`src/rtl/mem_access_ctrl_pkg.sv`:
```
// Shared types and constants for the data-memory access controller.
// Holds the FSM encoding, funct3 codes, load_sel codes and helper functions.
package mem_access_ctrl_pkg;

    typedef enum logic [1:0] {
        IDLE = 2'd0,
        REQ  = 2'd1,
        DONE = 2'd2
    } state_t;

    localparam logic [2:0] F3_LB  = 3'b000;
    localparam logic [2:0] F3_LH  = 3'b001;
    localparam logic [2:0] F3_LW  = 3'b010;
    localparam logic [2:0] F3_LBU = 3'b100;
    localparam logic [2:0] F3_LHU = 3'b101;

    localparam logic [2:0] F3_SB = 3'b000;
    localparam logic [2:0] F3_SH = 3'b001;
    localparam logic [2:0] F3_SW = 3'b010;

    localparam logic [2:0] LS_LB  = 3'b000;
    localparam logic [2:0] LS_LH  = 3'b001;
    localparam logic [2:0] LS_LBU = 3'b010;
    localparam logic [2:0] LS_LHU = 3'b011;
    localparam logic [2:0] LS_LW  = 3'b100;

    typedef struct packed {
        logic [2:0]  f3;
        logic [31:0] addr;
        logic [31:0] sdata;
        logic        we;
    } acc_t;

    function automatic logic [2:0] load_sel_of(input logic [2:0] f3);
        logic [2:0] sel;
        case (f3)
            F3_LB:   sel = LS_LB;
            F3_LH:   sel = LS_LH;
            F3_LBU:  sel = LS_LBU;
            F3_LHU:  sel = LS_LHU;
            default: sel = LS_LW;
        endcase
        return sel;
    endfunction

    // Unknown load codes behave as LW, unknown store codes as SW.
    function automatic logic is_aligned(input logic [2:0] f3,
                                        input logic       store,
                                        input logic [1:0] a);
        logic ok;
        if (store) begin
            case (f3)
                F3_SB:   ok = 1'b1;
                F3_SH:   ok = ~a[0];
                default: ok = (a == 2'b00);
            endcase
        end else begin
            case (f3)
                F3_LB, F3_LBU: ok = 1'b1;
                F3_LH, F3_LHU: ok = ~a[0];
                default:       ok = (a == 2'b00);
            endcase
        end
        return ok;
    endfunction

endpackage

```
`src/rtl/mem_access_ctrl_load_muxes.sv`:
```
// Sign/zero extension of lane-shifted load data.
// Input is already shifted so the wanted byte/half sits in the low bits.
import mem_access_ctrl_pkg::*;

module load_muxes (
    input  logic [2:0]  load_sel,
    input  logic [31:0] data,
    output logic [31:0] result
);

    always_comb begin
        result = data;
        case (load_sel)
            LS_LB:   result = {{24{data[7]}}, data[7:0]};
            LS_LH:   result = {{16{data[15]}}, data[15:0]};
            LS_LBU:  result = {24'b0, data[7:0]};
            LS_LHU:  result = {16'b0, data[15:0]};
            default: result = data;
        endcase
    end

endmodule

```
`src/rtl/mem_access_ctrl.sv`:
```
// Memory-stage controller: one load/store per access over a ready-based
// dmem port, with alignment checks, lane steering and a request timeout.
import mem_access_ctrl_pkg::*;

module mem_access_ctrl #(
    parameter int unsigned TIMEOUT = 15
) (
    input  logic        clk,
    input  logic        rst,
    input  logic        mem_read,
    input  logic        mem_write,
    input  logic [2:0]  funct3,
    input  logic [31:0] addr,
    input  logic [31:0] store_data,
    output logic        stall,
    output logic [31:0] load_data,
    output logic        misalign_err,
    output logic        bus_err,
    output logic        dmem_req,
    output logic        dmem_we,
    output logic [31:0] dmem_addr,
    output logic [31:0] dmem_wdata,
    output logic [3:0]  dmem_be,
    input  logic        dmem_ready,
    input  logic [31:0] dmem_rdata
);

    localparam logic [7:0] TO_LAST = 8'(TIMEOUT - 1);

    state_t      state;
    state_t      next;
    acc_t        acc;
    logic [7:0]  cnt;
    logic        one_op;
    logic        both_op;
    logic        aligned;
    logic        start;
    logic        timeout_hit;
    logic [3:0]  be_calc;
    logic [2:0]  load_sel;
    logic [31:0] lane;
    logic [31:0] ext;

    assign one_op  = mem_read ^ mem_write;
    assign both_op = mem_read & mem_write;
    assign aligned = is_aligned(funct3, mem_write, addr[1:0]);

    always_ff @(posedge clk or posedge rst) begin
        if (rst) state <= IDLE;
        else     state <= next;
    end

    always_comb begin
        next        = state;
        stall       = 1'b0;
        dmem_req    = 1'b0;
        start       = 1'b0;
        timeout_hit = 1'b0;
        unique case (state)
            IDLE: begin
                if (one_op && aligned) begin
                    start = 1'b1;
                    stall = 1'b1;
                    next  = REQ;
                end
            end
            REQ: begin
                stall    = 1'b1;
                dmem_req = 1'b1;
                if (dmem_ready) begin
                    next = DONE;
                end else if (cnt == TO_LAST) begin
                    timeout_hit = 1'b1;
                    next        = DONE;
                end
            end
            DONE:    next = IDLE;
            default: next = IDLE;
        endcase
    end

    // Byte lanes steered from the latched fields; unknown stores act as SW.
    always_comb begin
        be_calc    = 4'b1111;
        dmem_wdata = acc.sdata;
        case (acc.f3)
            F3_SB: begin
                be_calc    = 4'b0001 << acc.addr[1:0];
                dmem_wdata = {4{acc.sdata[7:0]}};
            end
            F3_SH: begin
                be_calc    = acc.addr[1] ? 4'b1100 : 4'b0011;
                dmem_wdata = {2{acc.sdata[15:0]}};
            end
            default: begin
                be_calc    = 4'b1111;
                dmem_wdata = acc.sdata;
            end
        endcase
    end

    assign dmem_addr = {acc.addr[31:2], 2'b00};
    assign dmem_be   = dmem_req ? be_calc : 4'b0000;
    assign dmem_we   = dmem_req & acc.we;

    assign load_sel = load_sel_of(acc.f3);

    always_comb begin
        lane = dmem_rdata;
        case (load_sel)
            LS_LB, LS_LBU: lane = dmem_rdata >> {acc.addr[1:0], 3'b000};
            LS_LH, LS_LHU: lane = dmem_rdata >> {acc.addr[1], 4'b0000};
            default:       lane = dmem_rdata;
        endcase
    end

    load_muxes u_load_muxes (
        .load_sel (load_sel),
        .data     (lane),
        .result   (ext)
    );

    always_ff @(posedge clk or posedge rst) begin
        if (rst) begin
            acc          <= '0;
            cnt          <= 8'd0;
            load_data    <= 32'd0;
            misalign_err <= 1'b0;
            bus_err      <= 1'b0;
        end else begin
            misalign_err <= (state == IDLE) && one_op && !aligned;
            bus_err      <= ((state == IDLE) && both_op) || timeout_hit;
            if (start) begin
                acc.f3    <= funct3;
                acc.addr  <= addr;
                acc.sdata <= store_data;
                acc.we    <= mem_write;
                cnt       <= 8'd0;
            end
            if (state == REQ) begin
                if (dmem_ready) begin
                    if (!acc.we) load_data <= ext;
                end else begin
                    cnt <= cnt + 8'd1;
                    if (timeout_hit && !acc.we) load_data <= 32'd0;
                end
            end
        end
    end

endmodule

```
`config.mk`:
```
export PLATFORM = sky130hd
export DESIGN_NAME = mem_access_ctrl
export DESIGN_NICKNAME = d
export VERILOG_FILES = /design/src/rtl/mem_access_ctrl_pkg.sv /design/src/rtl/mem_access_ctrl_load_muxes.sv /design/src/rtl/mem_access_ctrl.sv
export SDC_FILE = /design/constraint.sdc
export NUM_CORES = 1
export LEC_CHECK = 0
export ABC_AREA = 1
export BUFFER_PORTS_ARGS = -buffer_cell sky130_fd_sc_hd__buf_2
export CAP_MARGIN = 20
export CORE_MARGIN = 1.5
export CORE_UTILIZATION = 50
export DETAILED_ROUTE_END_ITERATION = 8
export PLACE_DENSITY = 0.8
export SLEW_MARGIN = 25
export SYNTH_ARGS = -nofsm -noshare
export SYNTH_HDL_FRONTEND = slang
export SYNTH_SLANG_ARGS = --single-unit
```
`constraint.sdc`:
```
create_clock -name clk -period 3.6 [get_ports clk]
set_input_delay 0.18 -clock clk [delete_from_list [all_inputs] [get_ports clk]]
set_output_delay 0.18 -clock clk [all_outputs]
set_load 0.05 [all_outputs]
```
=== Word level (Yosys, flattened, before mapping) ===
Cells that the tools add are included.

* Register bits after elaboration: 112
* Input bits: 104

* $add $sub $neg: 1
* Equality and inequality tests: 14
* Shift-type cells: 3
* Mux-type cells: 27
* Bitwise logic cells: 4
* Reduce and logical (&&, ||, !) cells: 20

{| class="wikitable"
|+ Operators with widths
! cell !! count
|-
| case mux 32 bit (2 select lines) || 2
|-
| case mux 32 bit (4 select lines) || 1
|-
| two-way mux 32 bit || 3
|-
| >> shifter 32 x 5 -> 32 bit || 2
|-
| two-way mux 8 bit || 3
|-
| == test 3 bit (second input constant) || 4
|-
| case mux 3 bit (4 select lines) || 1
|-
| == test 3 x 1 -> 1 bit (second input constant) || 3
|-
| zero test 3 bit || 3
|-
| adder 8 x 1 -> 8 bit (second input constant) || 1
|-
| == test 8 x 4 -> 1 bit (second input constant) || 1
|-
| two-way mux 4 bit || 2
|-
| case mux 4 bit (2 select lines) || 1
|-
| OR reduction 2 bit || 4
|-
| two-way mux 1 bit || 7
|-
| == test 3 x 2 -> 1 bit (second input constant) || 2
|-
| two-way mux 2 bit || 3
|-
| case mux 1 bit (2 select lines) || 3
|-
| logical AND 1 bit || 5
|-
| zero test 2 bit || 2
|-
| != test 2 bit (second input constant) || 2
|-
| case mux 2 bit (2 select lines) || 1
|-
| left shift 1 x 2 -> 4 bit (first input constant) || 1
|-
| != test 3 bit (second input constant) || 1
|-
| other kinds (9) || 11
|}

=== Depth between registers and ports, before layout ===
Gate-level depths: netlist of run 1.

* Word-level depth: 10
* Gate-level depth with buffers: 11

=== Cells and area by module ===
Synthesis of run 1 repeated with hierarchy kept, for this count alone.

* Cell total of the unflattened synthesis: 892
* Area total of the unflattened synthesis: 6570.1 µm²

{| class="wikitable"
|+ Modules (own cells, without submodules)
! module !! instances !! cells an instance !! area each (µm²) !! sequential area each (µm²)
|-
| mem_access_ctrl || 1 || 823 || 6183.4 || 2802.7
|-
| load_muxes || 1 || 69 || 386.6 || 0.0
|}

=== Worst setup path before layout of run 1 ===
OpenSTA, ideal clock, no wires.

* Path type: register -> output
* Start point: reg acc[66] in the netlist's numbering
* End point: out dmem_wdata[20]
* Arrival time: 1.970 ns
* Data required time: 3.420 ns
* Slack: 1.450 ns
* Stages on the path, launching flop included: 5
* Path buffers: 2
* Path through: dfrtp_1 -> buf_2 -> nor2_1 -> clkbuf_1 -> o21ai_0

* Cells in the longest elaborated chain, start to end: 2
* Elaborated cells between the ends (all ways): 3

{| class="wikitable"
|+ RTL lines
! what !! RTL line !! RTL
|-
| from (decl) || mem_access_ctrl.sv:32 || <nowiki>acc_t acc;</nowiki>
|-
| == test 3 x 1 -> 1 bit / zero test 3 bit (equally long branches) || mem_access_ctrl.sv:86 || <nowiki>case (acc.f3)</nowiki>
|-
| case mux 32 bit (2 select lines) * || mem_access_ctrl.sv:86 ||
|-
| to (decl) || mem_access_ctrl.sv:22 || <nowiki>output logic [31:0] dmem_wdata,</nowiki>
|}

Every way passes the cells marked *; elsewhere a longest branch is shown, timed or not.

=== Worst setup path after layout of run 1 ===
* Start point: reg acc[66] in the netlist's numbering
* End point: reg load_data[17]

* Cells in the longest elaborated chain, start to end: 8
* Elaborated cells between the ends (all ways): 15

{| class="wikitable"
|+ RTL lines
! what !! RTL line !! RTL
|-
| == test 3 bit (tied with other cells) || mem_access_ctrl_pkg.sv:36 || <nowiki>case (f3)</nowiki>
|-
| case mux 3 bit (4 select lines) * || mem_access_ctrl_pkg.sv:36 ||
|-
| == test 3 x 1 -> 1 bit (tied with other cells) || mem_access_ctrl_load_muxes.sv:13, mem_access_ctrl.sv:110 ||
|-
| OR reduction 2 bit || mem_access_ctrl.sv:110 || <nowiki>case (load_sel)</nowiki>
|-
| case mux 32 bit (2 select lines) || mem_access_ctrl.sv:110 ||
|-
| case mux 32 bit (4 select lines) * || mem_access_ctrl_load_muxes.sv:13 || <nowiki>case (load_sel)</nowiki>
|-
| two-way mux 32 bit * || mem_access_ctrl.sv:142 || <nowiki>if (!acc.we) load_data <= ext;</nowiki>
|-
| two-way mux 32 bit * || mem_access_ctrl.sv:141 || <nowiki>if (dmem_ready) begin</nowiki>
|-
| to (signal assigned) || mem_access_ctrl.sv:142 ||
|-
| to (decl) || mem_access_ctrl.sv:16 || <nowiki>output logic [31:0] load_data,</nowiki>
|}

Every way passes the cells marked *; elsewhere a longest branch is shown, timed or not. The select of a mux whose other input is x is not followed.
A chain may end at the register's enable or synchronous reset.

==> results of run 1 <==
==> Yosys cell counts (2+ instances only) <==
library cell  number  area (um2)
nand3_1           56       280.3
ha_1               3       37.54
nor2_1            60       225.2
nand2_2            3       18.77
dfrtp_1          112        2803
nand2_1          270        1013
a21oi_1           58       290.3
inv_1             90       337.8
nand4_1            3       18.77
nor3_1             3       15.01
buf_6              2       22.52
o21ai_0           44       220.2
nor2_2             2       12.51
buf_2             15       75.07
mux2i_1            2       20.02
buf_4             40       300.3
o22ai_1            8       50.05
nand2_4            3       33.78
clkbuf_1          23       86.33
==> routing by layer <==
metal	vias to the layer above	share of wire	track usage
met1	2514	0.45	0.3437
met5	-	0	0
met4	0	0.024	0.09573
met2	210	0.46	0.3934
met3	31	0.070	0.04464
li1	2752	-	-
==> report_power, final <==
part	internal (mW)	total [mW]	switching, mW
Clock	0.576	1.02	0.445
Combinational	0.818	3.72	2.90
Sequential	1.72	2.03	0.314
==> path summary, 6_finish.rpt <==
check,from,endpoint,slack (ns),cells past startpoint
worst max register to register,acc[66]$_DFFE_PP0P_,load_data[17]$_DFFE_PP0P_,1.12,10
worst max-delay path,acc[66]$_DFFE_PP0P_,load_data[17]$_DFFE_PP0P_,1.12,10
worst min-delay path,addr[21],dmem_addr[21]$_DFFE_PP0P_,0.06,3
worst min register to register,dmem_addr[19]$_DFFE_PP0P_,dmem_addr[19]$_DFFE_PP0P_,0.47,2
max in group asynchronous,rst,acc[32]$_DFFE_PP0P_,2.20,4
min in group asynchronous,rst,dmem_addr[28]$_DFFE_PP0P_,0.50,3
==> metrics by stage <==
stage	total power, mW	hold WS (ns)	util
finish	6.773	0.05784	0.6111
global route	7.167	0.05734	0.6111
CTS	6.800	0.05066	0.6111
detailed placement	5.765	0.3511	0.5839
global placement	5.708	0.3495	0.5839
floorplan	5.160	0.3245	-
==> registers in the layout, summed over array words and instances, names as in the netlist <==
name,flops
dmem_addr,30
state,2
misalign_err,1
bus_err,1
cnt,8
acc,38
load_data,32
==> critical path: stages, from the launching register on <==
cell and delay (ns):
dfrtp_1 0.81, inv_2 0.34, nand2_4 0.21, nand2_4 0.13, nand2_1 0.11, nand2_2 0.16
nand2_2 0.14, nand3_4 0.15, nand2_4 0.21, nand2_1 0.09, nand2_1 0.07
==> area by class of cell <==
cell class | count | area, um2 | area share
sequential | 112 | 2803 | 0.3982
multi-input combinational | 524 | 2315 | 0.3289
timing repair buffer | 214 | 1094 | 0.1554
inverter | 91 | 344.1 | 0.04889
clock buffer | 11 | 252.7 | 0.03591
tap | 143 | 178.9 | 0.02542
clock inverter | 4 | 51.30 | 0.007289
==> kinds of logic (layout without fill, tap and decap cells) <==
family,Yosys count,count (layout),share of synthesized area
AOI/OAI and AO/OA,113,113,0.09812
other,1,2,0.0006324
and+or+nand+nor,403,403,0.2781
DFF,112,112,0.4727
adders and majority gates,3,3,0.006331
buffers and inverters,171,320,0.1393
xor gates and xnor gates,1,1,0.001477
muxes,2,2,0.003376
==> results.tsv, run 1 <==
stage	metric	value	unit
status	status	complete, but fails checks	
status	failing checks	DRC	
global_routing	initial antenna violation count	0	
layout	most frequent cells in the layout	nand2_1 (269), buf_2 (206), dfrtp_1 (112)	
timing	Worst slew margin	0.3591	
layout	share of cells above drive strength 1	0.2531	
logic_synthesis	Post-synth EDFFs	0	
hold_path	Hold Path Class	primary input to flip-flop	
die	IO Count	209	
place	Placed Cells	1083	
global_routing	grt total ovfl	0	
routing	number of remaining DRC errors	12	
die	Die Y	111.9	um
layout	Post-Layout Cell Count	1099	
clock_network	later-pin clock latency in the skew report	0.34	ns
power	Worst IR Drop VDD	0.5135	mV
layout	Final Net Count	1059	
timing	RSZ-0062 raised after global routing	false	
logic_synthesis	sequential cell area fraction in the yosys report	0.4727	
global_routing	largest net degree at the start of global routing	83	
clock_network	CTS tree	done	
logic_synthesis	Top FF cell, synth	dfrtp_1	
place	DP Area	6724	um2
place	post-place setup slack	1.149	ns
place	I/O Buffers	206	
routing	DRT Wirelength	15300	um
timing	Worst Skew	0.005447	ns
place	DPL Wire Length	10980	um
logic_synthesis	cell area after synthesis	5929	um2
timing	Setup violations, final	0	
timing	Worst Setup Slack, final	1.120	ns
die	Cell Rows	39	
setup_path	Data arrival, critical path	2.76	ns
clock_network	CTS Sinks	112	
clock_network	Post-CTS Hold Buffers	1	
power	power density over the cells	962.3	nW/um2
logic_synthesis	synthesized instance count	806	
clock_network	root buf cell	clkbuf_16	
layout	Layout Area Growth over Synthesis	18.70	%
setup_path	Setup crit end kind	flip-flop	
power	leakage	4.114	nW
clock_network	postcts setup bufs	0	
die	Die Area	12520	um2
global_routing	GRT Resource Usage Total	0.2488	
routing	Routed Antenna Nets	0	
die	Die X	111.9	um
clock_network	Num CTS Buffers	9	
timing	Tightest Pin Transition	0.9587	ns
timing	fin crit share	0.6890	
layout	Layout fillers	1098	
die	CORE AREA	11520	um2
routing	drt via density	5.011	
layout	fin area	7038	um2
clock_network	post-cts sizing count	0	
global_routing	first-pass GRT wire length	25010	um
global_routing	vias in the first global route	5137	
routing	drt pass-1 iters	7	
logic_synthesis	syn_area_per_cell	7.357	um2
routing	DR iter-0 viols	474	
logic_synthesis	Synth warnings	0	
timing	Peak Freq	403.2	MHz
routing	DR WL/cell	13.92	um
clock_network	H-tree levels	3	
layout	commonest non-fill, non-tap cell in the layout	nand2_1	
logic_synthesis	Cell variety after synth	28	
logic_synthesis	ys async rst share	1.000	
clock_network	CTS clk-pin slew, worst paths	0.07	ns
setup_path	Req. time, crit path	3.88	ns
clock_network	Clock Path Buffers	2	
setup_path	CP max FO	22	
timing	final hold violation count	0	
place	gpl congestion	0.9153	
flow_run	max capacitance violation total	0	
timing	Final Max Slew Viols	0	
setup_path	Worst Setup Start Kind	flip-flop	
timing	Period minus WS final	2.480	ns
layout	ant diodes	0	
setup_path	CP Class	flip-flop to flip-flop	
logic_synthesis	Seq cells post-synth	112	
timing	Setup TNS	0	ns
die	Initial Util	0.5149	
routing	via count	5507	
No activity file was read; power rests on OpenSTA's default activity.
==> run 2, diff against run 1 <==
clock period = 2.45 ns   (was 3.6 ns; I/O delays follow)
==> run 2 against run 1 <==
Against the previous run:
- the run still ends with DRC left
- critical path depth is 3 lower
- clock power rose by 44%
- die area is the same
- cell area is 1.4% higher
- hold slack worse by 0.049 ns
- critical endpoint is now dmem_wdata[15]
- first-iteration DRC count is 4.9% lower
- largest power group unchanged
- clock skew increased by 0.0027 ns
- critical path type is now flip-flop to primary output
- sequential power rose by 44%
- register-to-register slack lost 0.48 ns
- largest cell class unchanged
- sequential share of layout area fell by 0.52 points
- via count rose by 1.9%
==> results.tsv, run 2 (synthesis gave the netlist of run 1 again) <==
stage	metric	value	unit	change
timing	fin crit share	0.8879		
power	leakage	4.157	nW	+1.0%
die	Cell Rows	39		unchanged
global_routing	first-pass GRT wire length	25240	um	+0.91%
hold_path	hold path cells	3		unchanged
place	DPL Wire Length	10960	um	-0.17%
routing	number of remaining DRC errors	24		+12
setup_path	worst r2r src	acc[33]$_DFFE_PP0P_		
layout	most frequent cells in the layout	nand2_1 (269), buf_2 (206), dfrtp_1 (111)		
global_routing	grt total ovfl	0		unchanged
routing	DR iter-0 viols	451		-4.9%
power	Worst IR Drop VDD	0.7856	mV	+53%
die	Die Y	111.9	um	unchanged
setup_path	Setup crit end kind	primary output		
routing	DRT Wirelength	15260	um	-0.25%
layout	ant diodes	0		unchanged
setup_path	CP Class	flip-flop to primary output		
setup_path	Critical Path, Cell by Cell	inv_1, nor2_1, nand2_1, o22ai_1, inv_1, o21ai_0, buf_2		
place	gpl congestion	0.9457		+3.3%
timing	Worst Setup Slack, final	0.2746	ns	-0.8452 ns
clock_network	H-tree levels	3		unchanged
status	failing checks	DRC		
clock_network	Clock Path Buffers	2		unchanged
timing	Period minus WS final	2.175	ns	
timing	Final Max Slew Viols	0		unchanged
status	status	complete, but fails checks		
layout	Top reg by flops	acc		
routing	Routed Antenna Nets	0		unchanged
place	Placed Cells	1088		+0.46%
routing	DR WL/cell	13.76	um	-1.1%
timing	Setup violations, final	0		unchanged
flow_run	max capacitance violation total	0		unchanged
clock_network	CTS tree	done		
setup_path	Req. time, crit path	2.33	ns	-1.55 ns
die	Initial Util	0.5149		unchanged
die	Die Area	12520	um2	unchanged
layout	Final Net Count	1068		+0.85%
place	post-place setup slack	0.5737	ns	-0.5750 ns
global_routing	initial antenna violation count	0		unchanged
routing	drt via density	5.062		+1.0%
timing	Peak Freq	459.7	MHz	
timing	Setup TNS	0	ns	unchanged
layout	commonest non-fill, non-tap cell in the layout	nand2_1		
timing	final hold violation count	0		unchanged
global_routing	vias in the first global route	5257		+2.3%
setup_path	R2R Setup Slk	0.64	ns	-0.48 ns
timing	Worst Skew	0.008170	ns	+0.002724 ns
hold_path	worst hold start	addr[19]		
timing	Worst slew margin	0.6047		+0.2456
setup_path	Worst Setup Start Kind	flip-flop		
clock_network	CTS clk-pin slew, worst paths	0.07	ns	about the same
layout	share of cells above drive strength 1	0.2578		+0.004626
global_routing	largest net degree at the start of global routing	113		+36%
hold_path	Hold Path Class	primary input to flip-flop		
setup_path	slowest stage cell, crit path	dfrtp_2		
setup_path	CP top delay family	flip-flops		
clock_network	Num CTS Buffers	9		unchanged
global_routing	GRT Resource Usage Total	0.2484		-0.0004106
die	CORE AREA	11520	um2	unchanged
setup_path	Reg-to-Reg End	load_data[25]$_DFFE_PP0P_		
timing	Tightest Pin Transition	0.5930	ns	-0.3657 ns
layout	Layout Area Growth over Synthesis	20.32	%	
power	power density over the cells	1402	nW/um2	+46%
setup_path	most used cell along the critical path	inv_1		
clock_network	later-pin clock latency in the skew report	0.34	ns	about the same
layout	Post-Layout Cell Count	1109		+0.91%
clock_network	root buf cell	clkbuf_16		
die	Die X	111.9	um	unchanged
setup_path	CP max FO	12		-45%
hold_path	Hold Path End	dmem_addr[19]$_DFFE_PP0P_		
setup_path	slowest stage delay, CP	0.49	ns	-0.32 ns
layout	number of flip-flops in the largest register	38		unchanged
setup_path	CP Buf/Inv Count	3		+2
routing	via count	5614		+1.9%
timing	RSZ-0062 raised after global routing	false		
routing	drt pass-1 iters	7		unchanged
setup_path	Worst Reg-to-Reg Cells	8		-2
place	I/O Buffers	206		unchanged
clock_network	CTS Sinks	112		unchanged
die	IO Count	209		unchanged
setup_path	Data arrival, critical path	2.05	ns	-0.71 ns
==> run 2: cell types whose count changed in the layout (fill, tap and decap cells not counted), moves of 2 or more <==
cell           delta
buf_4             +3
clkinv_2          +2
clkbuf_8          -2
dlygate4sd3_1     +4
buf_12            +2
==> run 2: final cells by class <==
type / instances / area [um2]
Inverter: 91 / 345.3
Clock buffer: 9 / 225.2
Fill cell: 1092 / 4382
Sequential cell: 112 / 2804
Clock inverter: 7 / 70.07
Multi-Input combinational cell: 524 / 2315
Tap cell: 143 / 178.9
Timing Repair Buffer: 223 / 1196
==> run 2: tightest hold or removal path: stages <==
cell     delay [ns]
buf_2          0.08
nand3_1        0.06
nand2_1        0.06
==> run 2: worst max-delay path by stage <==
stage                             start             end  slack (ns)  cells past startpoint
global placement    acc[65]$_DFFE_PP0P_  dmem_wdata[15]        0.63                      7
finish              acc[65]$_DFFE_PP0P_  dmem_wdata[15]        0.27                      7
detailed placement  acc[65]$_DFFE_PP0P_  dmem_wdata[15]        0.57                      7
floorplan           acc[66]$_DFFE_PP0P_  dmem_wdata[20]        0.36                      4
CTS                 acc[65]$_DFFE_PP0P_  dmem_wdata[15]        0.19                      7
global route        acc[65]$_DFFE_PP0P_  dmem_wdata[15]        0.12                      7
==> run 2: where the power goes <==
group	switching, mW	internal [mW]
clock network	0.674	0.794
logic	4.34	1.25
registers	0.406	2.53
==> run 2: timing repair <==
| item | CTS | global route |
|---|---|---|
| endpoints found under the hold margin | 99 | 0 |
| hold buffers | 5 | 0 |
| endpoints found under the setup margin | 0 | 1 |
| gates resized for setup | 0 | 1 |
| setup buffers | 0 | 0 |
==> run 2: metal layers <==
metal,global-route usage,vias to the layer above,share of wire
met1,0.3468,2573,0.44
met2,0.4041,241,0.47
met5,0,-,0
met3,0.03702,25,0.069
met4,0.07436,0,0.016
li1,-,2775,-
==> run 2: per-stage QoR <==
step                        util  power (mW)  hold slack, ns  cell area (um2)
after global placement    0.5894       8.463          0.3431             6788
after detailed placement  0.5894       8.541          0.3476             6788
after floorplan                -       7.582          0.2670             5937
after global routing      0.6195       10.59         0.01672             7134
final                     0.6195       10.00        0.009095             7134
after CTS                 0.6194       10.03        0.001351             7133
